<file path="src/rtl/dlx_pkg.sv">
// rtl/dlx_pkg.sv - shared write-back types for the DLX register-file write port
// Contents: wb_state_t arbiter states, rf_wr_req_t write request, RF_ZERO_ADDR.
// Optional build macro used by importers: WB_WAW_SQUASH_EN.
package dlx_pkg;

    localparam int DLX_N      = 32;
    localparam int DLX_ADDR_W = 5;

    // Writes to this register are consumed but never reach the register file.
    localparam logic [DLX_ADDR_W-1:0] RF_ZERO_ADDR = '0;

    typedef enum logic [1:0] {
        IDLE        = 2'd0,
        PENDING     = 2'd1,
        FORCE_DRAIN = 2'd2
    } wb_state_t;

    typedef struct packed {
        logic                  valid;
        logic [DLX_ADDR_W-1:0] addr;
        logic [DLX_N-1:0]      data;
    } rf_wr_req_t;

endpackage

</file>
<file path="src/rtl/wb_llu_fifo.sv">
// rtl/wb_llu_fifo.sv - DEPTH x (valid, addr, data) FIFO holding long-latency unit results
// Ports: clk, rst (async, high); push/push_addr/push_data write side; pop and
// head_valid/head_addr/head_data read side (head is combinational); full, empty, count.
// With WB_WAW_SQUASH_EN: clr_en/clr_addr invalidate every entry whose address matches.
module wb_llu_fifo #(
    parameter  int N      = 32,
    parameter  int ADDR_W = 5,
    parameter  int DEPTH  = 2,
    localparam int PTR_W  = $clog2(DEPTH),
    localparam int CNT_W  = PTR_W + 1
) (
    input  logic              clk,
    input  logic              rst,
    input  logic              push,
    input  logic [ADDR_W-1:0] push_addr,
    input  logic [N-1:0]      push_data,
    input  logic              pop,
`ifdef WB_WAW_SQUASH_EN
    input  logic              clr_en,
    input  logic [ADDR_W-1:0] clr_addr,
`endif
    output logic              head_valid,
    output logic [ADDR_W-1:0] head_addr,
    output logic [N-1:0]      head_data,
    output logic              full,
    output logic              empty,
    output logic [CNT_W-1:0]  count
);

    logic [PTR_W-1:0]  wr_ptr;
    logic [PTR_W-1:0]  rd_ptr;
    logic [CNT_W-1:0]  cnt;
    logic              ent_valid [DEPTH];
    logic [ADDR_W-1:0] ent_addr  [DEPTH];
    logic [N-1:0]      ent_data  [DEPTH];

    // DEPTH is a power of two, so pointers wrap by natural overflow.
    always_ff @(posedge clk or posedge rst) begin
        if (rst) begin
            wr_ptr <= '0;
            rd_ptr <= '0;
            cnt    <= '0;
        end else begin
            if (push) wr_ptr <= wr_ptr + 1'b1;
            if (pop)  rd_ptr <= rd_ptr + 1'b1;
            case ({push, pop})
                2'b10:   cnt <= cnt + 1'b1;
                2'b01:   cnt <= cnt - 1'b1;
                default: cnt <= cnt;
            endcase
        end
    end

    // Storage needs no reset: only slots between rd_ptr and wr_ptr are ever read.
    // The clear comes first so an entry pushed in the same cycle keeps its valid bit.
    always_ff @(posedge clk) begin
`ifdef WB_WAW_SQUASH_EN
        if (clr_en) begin
            for (int i = 0; i < DEPTH; i++) begin
                if (ent_addr[i] == clr_addr) ent_valid[i] <= 1'b0;
            end
        end
`endif
        if (push) begin
            ent_valid[wr_ptr] <= 1'b1;
            ent_addr[wr_ptr]  <= push_addr;
            ent_data[wr_ptr]  <= push_data;
        end
    end

    assign head_valid = ent_valid[rd_ptr];
    assign head_addr  = ent_addr[rd_ptr];
    assign head_data  = ent_data[rd_ptr];
    assign full       = (cnt == CNT_W'(DEPTH));
    assign empty      = (cnt == '0);
    assign count      = cnt;

endmodule

</file>
<file path="src/rtl/wb_port_arbiter.sv">
// rtl/wb_port_arbiter.sv - merges pipeline write-back and LLU results onto the single RF write port
// Ports: clk, rst (async, high); pipe_wb_valid/pipe_wb_addr/select_wb/data_from_memory/
// data_from_alu pipeline side; llu_valid/llu_ready/llu_addr/llu_data LLU side;
// rf_we/rf_waddr/rf_wdata registered write port; stall_pipe; pending_cnt FIFO occupancy.
// Optional build macro: WB_WAW_SQUASH_EN (pipeline writes invalidate queued LLU results to the same register).
module wb_port_arbiter
    import dlx_pkg::*;
#(
    // N and ADDR_W must match the package widths used by rf_wr_req_t.
    parameter  int N        = DLX_N,
    parameter  int ADDR_W   = DLX_ADDR_W,
    parameter  int DEPTH    = 2,
    parameter  int MAX_WAIT = 4,
    localparam int CNT_W    = $clog2(DEPTH) + 1,
    localparam int WAIT_W   = $clog2(MAX_WAIT) + 1
) (
    input  logic              clk,
    input  logic              rst,
    input  logic              pipe_wb_valid,
    input  logic [ADDR_W-1:0] pipe_wb_addr,
    input  logic              select_wb,
    input  logic [N-1:0]      data_from_memory,
    input  logic [N-1:0]      data_from_alu,
    input  logic              llu_valid,
    output logic              llu_ready,
    input  logic [ADDR_W-1:0] llu_addr,
    input  logic [N-1:0]      llu_data,
    output logic              rf_we,
    output logic [ADDR_W-1:0] rf_waddr,
    output logic [N-1:0]      rf_wdata,
    output logic              stall_pipe,
    output logic [CNT_W-1:0]  pending_cnt
);

    wb_state_t         state;
    logic [WAIT_W-1:0] wait_cnt;
    rf_wr_req_t        win;
    logic [N-1:0]      pipe_data;
    logic              llu_xfer;
    logic              bypass;
    logic              fifo_push;
    logic              fifo_pop;
    logic              fifo_full;
    logic              fifo_empty;
    logic              head_valid;
    logic [ADDR_W-1:0] head_addr;
    logic [N-1:0]      head_data;
    logic [CNT_W-1:0]  fifo_cnt;
    logic              drain_last;

    assign pipe_data  = select_wb ? data_from_alu : data_from_memory;
    assign llu_ready  = ~fifo_full;
    assign llu_xfer   = llu_valid & llu_ready;
    assign stall_pipe = (state == FORCE_DRAIN);
    assign fifo_push  = llu_xfer & ~bypass;
    // This pop empties the FIFO unless a new result arrives in the same cycle.
    assign drain_last = (fifo_cnt == CNT_W'(1)) & ~fifo_push;

    // Winner selection for the write port. In FORCE_DRAIN the pipeline request
    // is ignored; the stalled pipeline re-presents it next cycle.
    always_comb begin
        win      = '0;
        fifo_pop = 1'b0;
        bypass   = 1'b0;
        case (state)
            IDLE: begin
                if (pipe_wb_valid) begin
                    win = {1'b1, pipe_wb_addr, pipe_data};
                end else if (llu_xfer && fifo_empty) begin
                    bypass = 1'b1;
                    win    = {1'b1, llu_addr, llu_data};
                end
            end
            PENDING: begin
                if (pipe_wb_valid) begin
                    win = {1'b1, pipe_wb_addr, pipe_data};
                end else begin
                    fifo_pop = 1'b1;
                    win      = {head_valid, head_addr, head_data};
                end
            end
            FORCE_DRAIN: begin
                fifo_pop = 1'b1;
                win      = {head_valid, head_addr, head_data};
            end
            default: ;
        endcase
    end

    always_ff @(posedge clk or posedge rst) begin
        if (rst) begin
            state    <= IDLE;
            wait_cnt <= '0;
            rf_we    <= 1'b0;
            rf_waddr <= '0;
            rf_wdata <= '0;
        end else begin
            rf_we    <= win.valid && (win.addr != ADDR_W'(RF_ZERO_ADDR));
            rf_waddr <= win.addr;
            rf_wdata <= win.data;
            case (state)
                IDLE: begin
                    if (fifo_push) state <= PENDING;
                end
                PENDING: begin
                    if (pipe_wb_valid) begin
                        // The head has now lost MAX_WAIT times: take the port next cycle.
                        wait_cnt <= wait_cnt + 1'b1;
                        if (wait_cnt == WAIT_W'(MAX_WAIT - 1)) state <= FORCE_DRAIN;
                    end else begin
                        wait_cnt <= '0;
                        if (drain_last) state <= IDLE;
                    end
                end
                FORCE_DRAIN: begin
                    wait_cnt <= '0;
                    state    <= drain_last ? IDLE : PENDING;
                end
                default: state <= IDLE;
            endcase
        end
    end

    wb_llu_fifo #(
        .N      (N),
        .ADDR_W (ADDR_W),
        .DEPTH  (DEPTH)
    ) u_llu_fifo (
        .clk        (clk),
        .rst        (rst),
        .push       (fifo_push),
        .push_addr  (llu_addr),
        .push_data  (llu_data),
        .pop        (fifo_pop),
`ifdef WB_WAW_SQUASH_EN
        .clr_en     (pipe_wb_valid && (state != FORCE_DRAIN) &&
                     (pipe_wb_addr != ADDR_W'(RF_ZERO_ADDR))),
        .clr_addr   (pipe_wb_addr),
`endif
        .head_valid (head_valid),
        .head_addr  (head_addr),
        .head_data  (head_data),
        .full       (fifo_full),
        .empty      (fifo_empty),
        .count      (fifo_cnt)
    );

    assign pending_cnt = fifo_cnt;

endmodule
</file>
<file path="config.mk">
export PLATFORM = sky130hd
export DESIGN_NAME = wb_port_arbiter
export DESIGN_NICKNAME = d
export VERILOG_FILES = /design/src/rtl/dlx_pkg.sv /design/src/rtl/wb_llu_fifo.sv /design/src/rtl/wb_port_arbiter.sv
export SDC_FILE = /design/constraint.sdc
export NUM_CORES = 1
export LEC_CHECK = 0
export ABC_AREA = 1
export CAP_MARGIN = 20
export CORE_UTILIZATION = 52
export DETAILED_ROUTE_END_ITERATION = 7
export PLACE_DENSITY = 0.86
export SKIP_LAST_GASP = 1
export SLEW_MARGIN = 20
export SYNTH_ARGS = -nofsm -noshare
export SYNTH_HDL_FRONTEND = slang
export SYNTH_SLANG_ARGS = --single-unit
</file>
<file path="constraint.sdc">
create_clock -name clk -period 4.4 [get_ports clk]
set_input_delay 1.1 -clock clk [delete_from_list [all_inputs] [get_ports clk]]
set_output_delay 1.1 -clock clk [all_outputs]
set_load 0.005 [all_outputs]
</file>
Word-level counts from Yosys, hierarchy flattened
Memories as Yosys holds them, arrays and structs flattened.
Cells that the tools add are included.
{"block": "totals", "regBits": 47, "latchBits": 0, "ram_bits": 74, "romBits": 0, "inputBits": 111, "out_inout_bits": 42, "wordCells": 60, "n_memories": 2}
{"memory": "u_llu_fifo.ent_data", "words": 2, "width": 32, "rd": 1, "rd_ports_with_merged_regs": 0, "write_ports": 1, "line": "wb_llu_fifo.sv:35", "rtl": "logic [N-1:0] ent_data [DEPTH];"}
{"memory": "u_llu_fifo.ent_addr", "words": 2, "width": 5, "rd": 1, "rd_ports_with_merged_regs": 0, "write_ports": 1, "line": "wb_llu_fifo.sv:34", "rtl": "logic [ADDR_W-1:0] ent_addr [DEPTH];"}
{"block": "classes", "add_sub_neg": 5, "mul": 0, "n_div": 0, "magnitude_cmp": 0, "n_eq_ne": 10, "n_shift": 0, "muxes": 21, "bitwise_logic": 6, "n_reduce_logical": 8}
{"cell": "$mux 38", "count": 3}
{"cell": "$pmux 38 s3", "count": 1}
{"cell": "$mux 32", "count": 1}
{"cell": "$mux 2", "count": 4}
{"cell": "$mux 1", "count": 7}
{"cell": "$eq 2x1->1 const B", "count": 3}
{"cell": "$eq 2x2->1 const B", "count": 3}
{"cell": "$ne 3x3->1 const B", "count": 2}
{"cell": "$pmux 2 s3", "count": 1}
{"cell": "$pmux 3 s2", "count": 1}
{"cell": "$reduce_bool 5->1", "count": 1}
{"cell": "$logic_not 2->1", "count": 2}
{"cell": "$pmux 2 s2", "count": 1}
{"cell": "$reduce_bool 2->1", "count": 2}
{"cell": "$add 3x1->3 const B", "count": 1}
{"cell": "$and 1x1->1", "count": 3}
{"cell": "$eq 3x2->1 const B", "count": 1}
{"cell": "$mux 3", "count": 1}
{"cell": "$not 1->1", "count": 3}
{"cell": "$reduce_and 3->1", "count": 1}
{"cell": "$add 1x1->1 const B", "count": 2}
{"cell": "$add 2x1->2 const B", "count": 1}
{"cell": "$logic_and 1x1->1", "count": 2}
{"cell": "$ne 2x2->1 const B", "count": 1}
{"cell": "other kinds (2)", "count": 2}

Longest topological paths before layout
Gate-level depths: netlist of run 1.
{"block": "logic_depth", "ltp_word": 14, "mapped_depth": 11, "ltp_nobuf": 11}

By module
Synthesis of run 1 repeated with hierarchy kept, for this count alone.
{"block": "unflattened", "hier_cells": 574, "hier_area_um2": 5506.5}
{"module": "wb_llu_fifo", "instances": 1, "cells_per_inst": 220, "area_per_inst_um2": 2974.1, "seq_area_each_um2": 2322.2}
{"module": "wb_port_arbiter", "instances": 1, "cells_per_inst": 354, "area_per_inst_um2": 2532.4, "seq_area_each_um2": 1076.0}

Least setup slack after synthesis of run 1
No wires, ideal clock.
{"block": "synth_path", "kind": "input port to flip-flop", "startpoint": "in pipe_wb_valid", "endpoint": "mem u_llu_fifo.ent_addr[0][0] (enable)", "setup_time_ps": 431, "arrival_time_ps": 2923, "required_time_ps": 3969, "path_slack_ps": 1046, "path_stages": 4, "n_path_buf": 0, "path_cell_list": "inv_2 nand2_4 o21bai_4 nor2_1"}
{"block": "synth_between", "elab_chain_cells": 6}
{"element": "from (decl)", "line": "wb_port_arbiter.sv:19", "rtl": "input logic pipe_wb_valid,"}
{"element": "$mux 1", "line": "wb_port_arbiter.sv:67", "rtl": "if (pipe_wb_valid) begin"}
{"element": "$mux 1", "line": "wb_port_arbiter.sv:65", "rtl": "case (state)"}
{"element": "$not 1->1", "line": "wb_port_arbiter.sv:55", "rtl": "assign fifo_push = llu_xfer & ~bypass;"}
{"element": "$and 1x1->1", "line": "wb_port_arbiter.sv:55"}
{"element": "$mux 1 (2 in series)"}
{"element": "to (decl)", "line": "wb_llu_fifo.sv:34"}
Every way passes these cells.

Worst setup path after layout of run 1
{"block": "layout_path", "startpoint": "reg u_llu_fifo.cnt[0] (netlist: u_llu_fifo.count[0])", "endpoint": "out llu_ready"}
{"block": "layout_between", "elab_chain_cells": 2}
{"element": "from (decl)", "line": "wb_llu_fifo.sv:32", "rtl": "logic [CNT_W-1:0] cnt;"}
{"element": "from (signal assigned)", "line": "wb_llu_fifo.sv:47", "rtl": "2'b10: cnt <= cnt + 1'b1;"}
{"element": "from (signal assigned)", "line": "wb_llu_fifo.sv:48", "rtl": "2'b01: cnt <= cnt - 1'b1;"}
{"element": "from (signal assigned)", "line": "wb_llu_fifo.sv:49", "rtl": "default: cnt <= cnt;"}
{"element": "$eq 2x2->1", "line": "wb_llu_fifo.sv:74", "rtl": "assign full = (cnt == CNT_W'(DEPTH));"}
{"element": "$not 1->1", "line": "wb_port_arbiter.sv:52", "rtl": "assign llu_ready = ~fifo_full;"}
{"element": "to (decl)", "line": "wb_port_arbiter.sv:25", "rtl": "output logic llu_ready,"}
Every way passes these cells.

==> out/qor.yml, run 1 <==
status: "finished clean"
wl_mm: 12.9
routedWlPerCell_um: 15.8
whs_path_depth: 1
fin_skew_ns: 0.00739
critPathLaunchType: "flop"
grt_max_degree: 48
grt_pass1_vias: 4425
setup_viol: 0
layout_commonest_cell: "nand2_1"
gp_congestion: 0.784
r2r_cells: 6
path_clk_slew_ns: 0.06
avgSynthCellArea_um2: 10.6
worstPathRequired_ns: 3.30
drt_drc_violations_left: 0
root_buffer: "clkbuf_8"
r2r-start: "u_llu_fifo.count[0]$_DFFE_PP0P_"
final_area_um2: 7660
endpoint_kind: "primary output"
cp.arrival_ns: 1.86
numPortBuffers: 152
drtIter0Drc: 217
antenna_found_initial: 0
hold_path_end: "wait_cnt[0]$_DFFE_PP0N_"
grt_overflow: 0
cts.htree.levels: 4
rsz0062_at_grt: "false"
cts_tree: "done"
finalHoldViolCount: 0
cp-startpoint: "u_llu_fifo.count[0]$_DFFE_PP0P_"
via_per_inst: 5.21
timing.final.crit_share: 0.674
synth_warnings: 0
power_density_nw_per_um2: 624
core_area_um2: 10300
holdCritStartpoint: "wait_cnt[0]$_DFFE_PP0N_"
post_cts_resize_count: 0
hp-class: "flop to flop"
synth.yosys.seq_area_share: 0.619
vias: 4258
die_w_um: 105
die_h_um: 105
start_util: 0.535
worst_pin_slew_ns: 1.09
postCtsSetupBuffers: 0
ir_drop_mv: 0.376
finalSetupTns_ns: 0
slew_headroom: 0.275
netlist.area_leader.share: 0.404
cap_violations: 0
cts.sinks: 121
n_antenna_cell: 0
r2r_end: "u_llu_fifo.ent_data[0][3]$_DFFE_PP_"
total_power_w: 0.00478
area_growth_syn_to_layout_pct: 39.5
synthesis.nets: 638
synth_area_leaders: "edfxtp_1 40%, dfrtp_1 21%, nand2_1 16%"
ctsLongestPathBuffers: 2
drive_gt1_frac: 0.112
rows: 37
grt_pass1_wl_mm: 21.0
netlist_instances: 517
synth_area_um2: 5490
worstSetupPathType: "flop to primary output"
final_cell_mix: "240 x nand2_1, 152 x clkdlybuf4s50_1, 74 x edfxtp_1, 47 x dfrtp_1, 32 x a31oi_1"
leakagePower_nw: 3.14
ant_nets: 0
cts_hold_buf: 0
crit_fanout: 4
dp_hpwl_mm: 8.56
r2r_slack_ns: 2.05
synth_seq_cells: 121
ios: 153
track_usage: 0.250
drv_slew: 0
placed_area_um2: 7100
ys_types: 31
nets: 789
clk-insertion-delay-late_ns: 0.51
fin_crit_ns: 2.96
dr.pass1.iters: 5
fmax_mhz: 337
dieArea_um2: 11000
cts_made_buffers: 17
synth_top_area_cell: "edfxtp_1"
fillers: 681
routing by layer:
metal  vias up  part of all wire  global-route usage
met2       194              0.52               0.443
li1       2024                 -                   -
met3        24             0.072              0.0655
met4         0             0.020              0.0976
met1      2016              0.39               0.289
met5         -                 0                   0
worst max-delay path: stages (launching register included):
cell and delay, ns:
dfrtp_1 0.42, inv_1 0.08, ha_1 0.19, inv_1 0.12, clkdlybuf4s50_1 0.54
cell type report:
cell class | count | area [µm²] | share of cell area
Sequential cell | 121 | 3400 | 0.443
Timing Repair Buffer | 158 | 1590 | 0.207
Clock inverter | 15 | 153 | 0.0199
Tap cell | 136 | 170 | 0.0222
Multi-Input combinational cell | 349 | 1860 | 0.243
Inverter | 21 | 80.1 | 0.0104
Clock buffer | 17 | 414 | 0.0540
where the power goes:
group          switching (W)  leakage (nW)  internal, W
logic               0.000987          1.60     0.000775
registers           0.000111          1.29      0.00160
clock network       0.000510         0.256     0.000803
sequential cells by signal, summed over array words and instances (netlist names):
signal	cells
u_llu_fifo.rd_ptr	1
u_llu_fifo.count	2
u_llu_fifo.ent_addr	10
wait_cnt	3
rf_wdata	32
rf_we	1
u_llu_fifo.wr_ptr	1
rf_waddr	5
u_llu_fifo.ent_data	64
state	2
through the flow:
step	std cells	setup slack [ns]	utilization	hold slack, ns
3_5_place_dp	785	1.16	0.691	0.505
6_report	817	1.44	0.746	0.511
2_1_floorplan	517	1.05	-	0.464
5_1_grt	817	1.33	0.746	0.542
3_3_place_gp	784	1.23	0.688	0.483
4_1_cts	817	1.41	0.746	0.516
synthesized netlist by cell type (all sizes together):
cell type and n:
clkbuf 5, o22ai 1, or2 1, edfxtp 74, o21ai 5, dfrtp 47
inv 21, nand2 245, a31oi 32, nand3 10, nor3 1, a21oi 1
o21bai 1, xnor2 2, xor2 2, a22o 1, buf 21, nor2 5
mux2 32, ha 10
worst max-delay path by stage:
stage	slack, ns	to	cells past startpoint
3_3_place_gp	1.23	u_llu_fifo.ent_data[0][14]$_DFFE_PP_	5
2_1_floorplan	1.05	u_llu_fifo.ent_addr[0][0]$_DFFE_PP_	4
6_report	1.44	llu_ready	4
5_1_grt	1.33	llu_ready	4
4_1_cts	1.41	llu_ready	4
3_5_place_dp	1.16	u_llu_fifo.ent_data[0][21]$_DFFE_PP_	5
logic make-up after synthesis:
family,Yosys count,share of synthesized area
AOI/OAI and AO/OA,41,0.0481
xor gates and xnor gates,4,0.00638
adders and majority gates,10,0.0228
buffers and inverters,47,0.0451
DFF,121,0.619
muxes,32,0.0656
and+or+nand+nor,262,0.194
Note: power is estimated with default switching activity, not from simulation.
==> run 2, diff against run 1 <==
--- a/config.mk
+++ b/config.mk
@@ -7,9 +7,9 @@
 export LEC_CHECK = 0
 export ABC_AREA = 1
 export CAP_MARGIN = 20
-export CORE_UTILIZATION = 52
+export CORE_UTILIZATION = 44
 export DETAILED_ROUTE_END_ITERATION = 7
-export PLACE_DENSITY = 0.86
+export PLACE_DENSITY = 0.77
 export SKIP_LAST_GASP = 1
 export SLEW_MARGIN = 20
 export SYNTH_ARGS = -nofsm -noshare
==> constraint.sdc (replaced) <==
create_clock -name clk -period 2.4 [get_ports clk]
set_input_delay 0.6 -clock clk [delete_from_list [all_inputs] [get_ports clk]]
set_output_delay 0.6 -clock clk [all_outputs]
set_load 0.005 [all_outputs]
==> out/qor.yml, run 2 (synthesis results as in run 1) <==
path_cells: "inv_1 > ha_1 > inv_2 > clkdlybuf4s50_1"
fmax_mhz: 438
critPathBufInv: 3
cts_tree: "done"
endpoint_kind: "primary output"
gp_congestion: 0.812
numPortBuffers: 152
worst_slack_ns: 0.117
rows: 40
drive_gt1_frac: 0.131
cts.sinks: 121
power_density_nw_per_um2: 1130
drtIter0Drc: 287
placed_area_um2: 7220
cts_made_buffers: 17
dieArea_um2: 12900
n_antenna_cell: 0
clk-insertion-delay-late_ns: 0.41
ios: 153
root_buffer: "clkbuf_16"
p_int_w: 0.00585
ant_nets: 0
core_area_um2: 12100
fillers: 947
drt_drc_violations_left: 0
antenna_found_initial: 0
vias: 4199
wl_mm: 13.0
die_w_um: 114
dr.pass1.iters: 5
via_per_inst: 4.88
hp-class: "flop to flop"
crit_fanout: 4
grt_pass1_wl_mm: 20.4
fin_skew_ns: 0.00870
slowest_stage: "clkdlybuf4s50_1"
rsz0062_at_grt: "false"
finalHoldViolCount: 0
top_register: "u_llu_fifo.ent_data"
drv_slew: 0
worstPathRequired_ns: 1.80
nets: 801
final_area_um2: 7790
grt_pass1_vias: 4284
cp-startpoint: "u_llu_fifo.count[0]$_DFFE_PP0P_"
die_h_um: 114
p_switching_w: 0.00294
path_clk_slew_ns: 0.06
setup_viol: 0
grt_overflow: 0
fin_hold_ws_ns: 0.499
critical_path.max_stage_delay_ns: 0.51
area_growth_syn_to_layout_pct: 41.8
worst_pin_slew_ns: 0.717
status: "finished clean"
largest_register_ffs: 64
ir_drop_mv: 0.482
cp.arrival_ns: 1.68
pwr-share-seq: 0.356
grt_max_degree: 38
fin_crit_ns: 2.28
worstSetupPathType: "flop to primary output"
path_delay_family: "buffers and inverters"
multi_input_area_um2: 1860
comb_power_share: 0.378
cts.htree.levels: 4
layout_commonest_cell: "nand2_1"
timing.final.crit_share: 0.951
leakagePower_nw: 3.21
r2r-start: "state[1]$_DFFE_PP0P_"
critPathLaunchType: "flop"
start_util: 0.454
cap_violations: 0
ctsLongestPathBuffers: 2
regArea_um2: 3400
power.share.clock: 0.266
final_cell_mix: "240 x nand2_1, 151 x clkdlybuf4s50_1, 74 x edfxtp_1, 47 x dfrtp_1, 32 x a31oi_1"
routedWlPerCell_um: 15.1
place_ws_ns: 0.142
slew_headroom: 0.522
top_regs: "u_llu_fifo.ent_data: 64 flops, rf_wdata: 32 flops, u_llu_fifo.ent_addr: 10 flops"
dp_hpwl_mm: 8.73
holdCritStartpoint: "wait_cnt[0]$_DFFE_PP0N_"
track_usage: 0.211
switching_share: 0.334
run 2: changes by cell type in the layout (fill, tap and decap cells not counted), moves of 2 or more:
| cell | change |
|---|---|
| buf_4 | +10 |
| buf_12 | +3 |
| clkinv_2 | +2 |
| clkinvlp_4 | -2 |
| inv_2 | +2 |
run 2: what timing repair did:
action | CTS | global route
gates resized for setup | 0 | 1
setup buffers | 0 | 2
endpoints found under the setup margin | 0 | 1
hold buffers | 0 | 0
run 2: area by class of cell:
class	count	area share
timing repair buffer	170	0.217
multi-input combinational	349	0.239
clock buffer	17	0.0546
inverter	21	0.0101
clock inverter	15	0.0164
sequential	121	0.436
tap	168	0.0270
run 2: routing by layer:
layer	up-vias	wire length [µm]	global-route usage
li1	2057	-	-
met1	1952	5110	0.232
met2	172	6830	0.380
met3	18	864	0.0595
met4	0	206	0.0877
met5	-	0	0
run 2: stage by stage:
stage | total power (W) | cells | util | TNS [ns]
after floorplan | 0.00508 | 517 | - | -1.55
after global placement | 0.00635 | 827 | 0.596 | 0
after detailed placement | 0.00645 | 827 | 0.596 | 0
after CTS | 0.00884 | 859 | 0.642 | 0
after global routing | 0.00933 | 861 | 0.643 | 0
final | 0.00879 | 861 | 0.643 | 0
run 2: power by group through the flow:
stage / registers [W] / clock network, W / logic [W]
after floorplan: 0.00317 / 0 / 0.00191
after global placement: 0.00314 / 0 / 0.00320
after detailed placement: 0.00316 / 0 / 0.00329
after CTS: 0.00313 / 0.00238 / 0.00333
after global routing: 0.00318 / 0.00246 / 0.00369
final: 0.00313 / 0.00234 / 0.00332
run 2: worst paths after layout:
check                                           to  slack (ns)  cells past startpoint
setup / recovery                         llu_ready        0.12                      4
hold / removal             wait_cnt[0]$_DFFE_PP0N_        0.50                      1
setup reg to reg                   rf_we$_DFF_PP0_        0.53                      6
hold reg to reg            wait_cnt[0]$_DFFE_PP0N_        0.50                      1
max in group asynchronous   rf_wdata[26]$_DFF_PP0_        1.32                      3
min in group asynchronous    rf_wdata[9]$_DFF_PP0_        0.55                      2
